--- src/rtl/uart_tx_ctrl.sv ---
// UART transmit frame controller: start bit, LSB-first byte from an external serializer,
// optional parity bit, stop bit. TX line and busy flag are registered.
module uart_tx_ctrl #(
    parameter int DATA_WIDTH = 8
) (
    input  logic                  clk,
    input  logic                  rst,
    input  logic [DATA_WIDTH-1:0] P_DATA,
    input  logic                  DATA_VALID,
    input  logic                  PAR_EN,
    input  logic                  PAR_TYP,
    input  logic                  ser_data,
    input  logic                  ser_done,
    output logic                  ser_en,
    output logic [DATA_WIDTH-1:0] ser_p_data,
    output logic                  TX_OUT,
    output logic                  busy,
    output logic [2:0]            state_dbg_o
);

    typedef enum logic [2:0] {
        IDLE   = 3'd0,
        START  = 3'd1,
        DATA   = 3'd2,
        PARITY = 3'd3,
        STOP   = 3'd4
    } state_t;

    state_t                state_q, state_d;
    logic [DATA_WIDTH-1:0] data_q, data_d;
    logic                  par_en_q, par_en_d;
    logic                  par_typ_q, par_typ_d;
    logic                  tx_q, line_d;
    logic                  busy_q;
    logic                  parity_bit;

    // Request handshake: DATA_VALID is a one-cycle strobe with no ready; it is
    // accepted only on an edge where the FSM is IDLE and silently dropped otherwise.
    assign parity_bit = par_typ_q ^ (^data_q);

    always_comb begin
        state_d   = state_q;
        data_d    = data_q;
        par_en_d  = par_en_q;
        par_typ_d = par_typ_q;
        ser_en    = 1'b0;
        line_d    = 1'b1;
        unique case (state_q)
            IDLE: begin
                if (DATA_VALID) begin
                    state_d   = START;
                    data_d    = P_DATA;
                    par_en_d  = PAR_EN;
                    par_typ_d = PAR_TYP;
                end
            end
            START: begin
                ser_en  = 1'b1;
                line_d  = 1'b0;
                state_d = DATA;
            end
            DATA: begin
                ser_en = 1'b1;
                line_d = ser_data;
                if (ser_done) begin
                    state_d = par_en_q ? PARITY : STOP;
                end
            end
            PARITY: begin
                line_d  = parity_bit;
                state_d = STOP;
            end
            STOP: begin
                state_d = IDLE;
            end
            default: begin
                state_d = IDLE;
            end
        endcase
    end

    always_ff @(posedge clk or negedge rst) begin
        if (!rst) begin
            state_q   <= IDLE;
            data_q    <= '0;
            par_en_q  <= 1'b0;
            par_typ_q <= 1'b0;
            tx_q      <= 1'b1;
            busy_q    <= 1'b0;
        end else begin
            state_q   <= state_d;
            data_q    <= data_d;
            par_en_q  <= par_en_d;
            par_typ_q <= par_typ_d;
            tx_q      <= line_d;
            busy_q    <= (state_q != IDLE);
        end
    end

    // In IDLE the serializer sees the live byte so it loads on the acceptance edge.
    assign ser_p_data  = (state_q == IDLE) ? P_DATA : data_q;
    assign TX_OUT      = tx_q;
    assign busy        = busy_q;
    assign state_dbg_o = state_q;

endmodule

--- config.mk ---
export PLATFORM = sky130hd
export DESIGN_NAME = uart_tx_ctrl
export DESIGN_NICKNAME = d
export VERILOG_FILES = /design/src/rtl/uart_tx_ctrl.sv
export SDC_FILE = /design/constraint.sdc
export NUM_CORES = 1
export LEC_CHECK = 0
export ABC_CLOCK_PERIOD_IN_PS = 2110
export CAP_MARGIN = 20
export CELL_PAD_IN_SITES_DETAIL_PLACEMENT = 0
export CELL_PAD_IN_SITES_GLOBAL_PLACEMENT = 1
export CORE_MARGIN = 5
export CORE_UTILIZATION = 34
export DETAILED_ROUTE_END_ITERATION = 8
export PLACE_DENSITY = 0.76
export SYNTH_ARGS = -nofsm -noshare
export SYNTH_HDL_FRONTEND = slang
export SYNTH_SLANG_ARGS = --single-unit
--- constraint.sdc ---
create_clock -name clk -period 2.11 [get_ports clk]
set_input_delay 0.422 -clock clk [delete_from_list [all_inputs] [get_ports clk]]
set_output_delay 0.422 -clock clk [all_outputs]
set_load 0.02 [all_outputs]
Yosys cells after proc, flatten, opt, wreduce, memory -nomap -nowiden
Index checks and enable logic that the tools add are counted.
{"block": "classes", "n_bitwise": 1, "n_lt_le_gt_ge": 0, "n_addsub": 0, "shifts": 0, "reduce_logical": 6, "eq_ne": 5, "mux": 7, "n_div": 0, "multipliers": 0}
{"cell": "$pmux 3 s4", "n": 1}
{"cell": "$mux 3", "n": 3}
{"cell": "$mux 8", "n": 1}
{"cell": "$reduce_xor 8->1", "n": 1}
{"cell": "$eq 3x2->1 const B", "n": 2}
{"cell": "$ne 2x2->1 const B", "n": 2}
{"cell": "$reduce_and 2->1", "n": 2}
{"cell": "$eq 3x1->1 const B", "n": 1}
{"cell": "$logic_not 3->1", "n": 1}
{"cell": "$pmux 1 s3", "n": 1}
{"cell": "$reduce_bool 3->1", "n": 1}
{"cell": "$reduce_or 2->1", "n": 1}
{"cell": "$mux 1", "n": 1}
{"cell": "$xor 1x1->1", "n": 1}
{"block": "word_totals", "romBits": 0, "ff_bits": 15, "latch_bits": 0, "n_memories": 0, "ramBits": 0, "in_bits": 15}

Logic depth before layout (Yosys ltp)
{"block": "logic_depth", "ltp_word": 3, "ltp_mapped": 6}

Worst setup path before layout
OpenSTA, ideal clock, no wires.
{"block": "synth_timing", "kind": "flip-flop to output port", "start": "reg state_q[0], in the netlist state_dbg_o[0]", "end": "out ser_p_data[0]", "n_path_buf": 1, "required_time_ns": 1.688, "setup_slack_ns": 0.290, "arrival_ns": 1.398, "stages_incl_launch_ff": 4, "cell_sequence": "dfrtp_1 > buf_6 > nor3_4 > mux2_2"}
{"block": "synth_between", "elab_chain_cells": 2}
{"element": "start, declared", "line": "29", "source": "state_t state_q, state_d;"}
{"element": "start signal, assigned", "line": "91", "source": "state_q <= state_d;"}
{"element": "$logic_not 3->1", "line": "101", "source": "assign ser_p_data = (state_q == IDLE) ? P_DATA : data_q;"}
{"element": "$mux 8", "line": "101"}
{"element": "end, declared", "line": "15", "source": "output logic [DATA_WIDTH-1:0] ser_p_data,"}
Every way passes these cells.

Worst setup path in the final report
Ends and elaborated chain as after synthesis.

==> flow_summary.yaml <==
status:
  outcome: "completed"
clock_network:
  cts.sinks: 15
  post_cts_buffers: 0
  cts_buffers: 3
  clock_latency_ps: 280
  cts_max_level: 1
  cts-root-buf: "clkbuf_4"
  cts_buffer_depth: 2
  tritoncts: "built"
  cts.clk_slew.worst_paths_ps: 90
synth:
  ys_seq_area_share_pct: 44.9
  syn-num-nets: 77
  ys_warn_count: 0
  ys_seq_elements: 15
  syn_inst: 62
  netlist_area_um2: 838
  ys_types: 24
  syn_avg_cell_area_um2: 13.5
setup_path:
  cp_data_arrival_time_ps: 1570
  required_ps: 1690
  crit_path_max_fanout: 10
  critical_path_class: "reg -> out"
  critPathLaunchType: "flop"
  rr_worst_depth: 4
  cp-end-kind: "output port"
cells_and_area:
  final_common_cell: "clkdlybuf4s50_1"
  multi_input_area_um2: 408
  drive_gt1_share_pct: 37.9
  finalNetCount: 111
  antennaDiodeCount: 0
  area_growth_pct: 36.6
  final_area_um2: 1140
  final_cell_mix: "clkdlybuf4s50_1 (19), dfrtp_1 (14), mux2_2 (9), mux2_4 (8), buf_2 (8)"
  regArea_um2: 377
  num-fill-cells: 224
place:
  dpl_cell_area_um2: 1160
  numPortBuffers: 28
  gp_congestion: 0.680
  place_ws_ps: 26.8
  dp_hpwl_um: 1230
grt:
  grt_use_met1_pct: 11.3
  gr-usage-met2_pct: 15.6
  use_met3_pct: 3.67
  overflow: 0
  grt_pass1_wl_um: 2500
  grt_max_degree: 16
  antenna_found_initial: 0
  top_usage_layer: "met2"
  track_usage_pct: 9.30
  first_global_vias: 573
power:
  clockPowerShare_pct: 7.7
  p_sw_share_pct: 39.2
  power_switching_w: 0.000825
  pwr-share-seq_pct: 26.5
  power_frac_comb_pct: 65.8
  p_leak_nw: 0.505
  ir_worst_vdd_mv: 0.971
  power_density_nw_per_um2: 1840
  p_int_w: 0.00128
sta:
  rsz0062_at_grt: "false"
  clock_skew_ps: 7.70
  fin_crit_ps: 1990
  period_share_pct: 94.3
  final.setup.tns_ps: 0
  setup_viol: 0
  final_max_slew_viol_count: 0
  slew_headroom_pct: 56.9
  layout_setup_ws_ps: 120
  tightest_slew_ps: 645
  max_freq_mhz: 503
  hold_violations: 0
floorplan:
  die_area_um2: 3560
  dieHeight_um: 59.7
  die_x_um: 59.7
  initial_core_util_pct: 34.8
  core_um2: 2410
  ios: 29
  core.rowCount: 18
route:
  routed_wl_um: 1520
  drt-initial-drc-count: 7
  vias: 565
  drc: 0
  ant_nets: 0
  firstDrtPassIters: 4
  vias_per_cell: 4.52
  wire_per_inst_um: 12.2
min_path:
  hp-class: "in -> async"
job:
  maxCapViolCount: 0
## synth_stat cells
master / instances / area share, %
xnor2_1: 4 / 4.2
nor3_4: 1 / 1.9
nor3b_1: 1 / 0.90
mux2_4: 8 / 14
mux2_2: 9 / 12
nor2_1: 3 / 1.3
a21oi_1: 2 / 1.2
inv_1: 3 / 1.3
buf_12: 1 / 2.4
nor3_1: 1 / 0.60
a31oi_1: 1 / 0.75
xnor3_1: 1 / 2.7
o21ai_0: 1 / 0.60
nand2_1: 1 / 0.45
nand3_1: 1 / 0.60
buf_6: 2 / 2.7
dfrtp_1: 14 / 42
and2_4: 1 / 1.0
o211ai_1: 1 / 0.90
nor2b_1: 1 / 0.75
nand4b_1: 1 / 1.0
dfstp_2: 1 / 3.1
mux2i_1: 1 / 1.2
xor2_1: 2 / 2.1
## power by group through the flow
| stage | logic [W] | clock network, W | registers (W) |
|---|---|---|---|
| after floorplan | 0.000987 | 0 | 0.000595 |
| after global placement | 0.00151 | 0 | 0.000560 |
| after detailed placement | 0.00152 | 0 | 0.000566 |
| after CTS | 0.00141 | 0.000169 | 0.000560 |
| after global routing | 0.00149 | 0.000180 | 0.000580 |
| final | 0.00138 | 0.000162 | 0.000557 |
## kinds of logic (layout without fill, tap and decap cells)
kind of cell,after synthesis,after routing,synth area share (%)
AOI/OAI and AO/OA,5,5,3.43
DFF,15,15,44.9
buffers and inverters,6,39,6.42
and+or+nand+nor,11,11,8.66
xor gates and xnor gates,7,7,8.95
muxes,18,18,27.6
## critical path, cell delays in order, from the launching register on
cell	delay, ps
dfrtp_1	420
nor3_4	230
buf_12	160
mux2_2	330
buf_2	160
## stage by stage
step / hold WS [ps] / cells / util [%] / power (W)
final: 532 / 125 / 47.5 / 0.00210
after global placement: 521 / 121 / 48.0 / 0.00207
after floorplan: 126 / 62 / - / 0.00158
after detailed placement: 537 / 121 / 48.0 / 0.00209
after CTS: 550 / 125 / 47.5 / 0.00213
after global routing: 568 / 125 / 47.5 / 0.00225
## final timing paths
kind,startpoint,to,slack [ps]
max in group asynchronous,rst,data_q[3]$_DFFE_PN0P_,1160
worst min register to register,par_typ_q$_DFFE_PN0P_,par_typ_q$_DFFE_PN0P_,560
worst max-delay path,state_dbg_o[0]$_DFFE_PN0P_,ser_p_data[0],120
worst max register to register,state_dbg_o[0]$_DFFE_PN0P_,data_q[6]$_DFFE_PN0P_,590
min in group clk,par_typ_q$_DFFE_PN0P_,par_typ_q$_DFFE_PN0P_,560
worst min-delay path,rst,state_dbg_o[2]$_DFFE_PN0P_,530
## timing repair
item | 4_1_cts | 5_1_grt
hold buffers | 0 | 0
setup endpoints to repair | 9 | 0
resized for setup | 33 | 0
## registers in the layout, summed over array words and instances (netlist names)
register and flops:
busy 1, par_en_q 1, TX_OUT 1, state_dbg_o 3, par_typ_q 1, data_q 8
## layer usage
metal  part of all wire [%]  wire length (um)
met1                     43               653
met5                      0                 0
met4                   0.79                12
met3                    5.6                85
met2                     51               771
## final cells by class
type	instances	share of cell area (%)
multi-input cells	41	35.6
flip-flops and latches	15	32.9
repair buffers	32	24.6
well taps	30	3.28
clock buffers	3	1.97
inverters	3	0.984
clock inverters	1	0.656
Note: power is estimated with default switching activity, not from simulation.
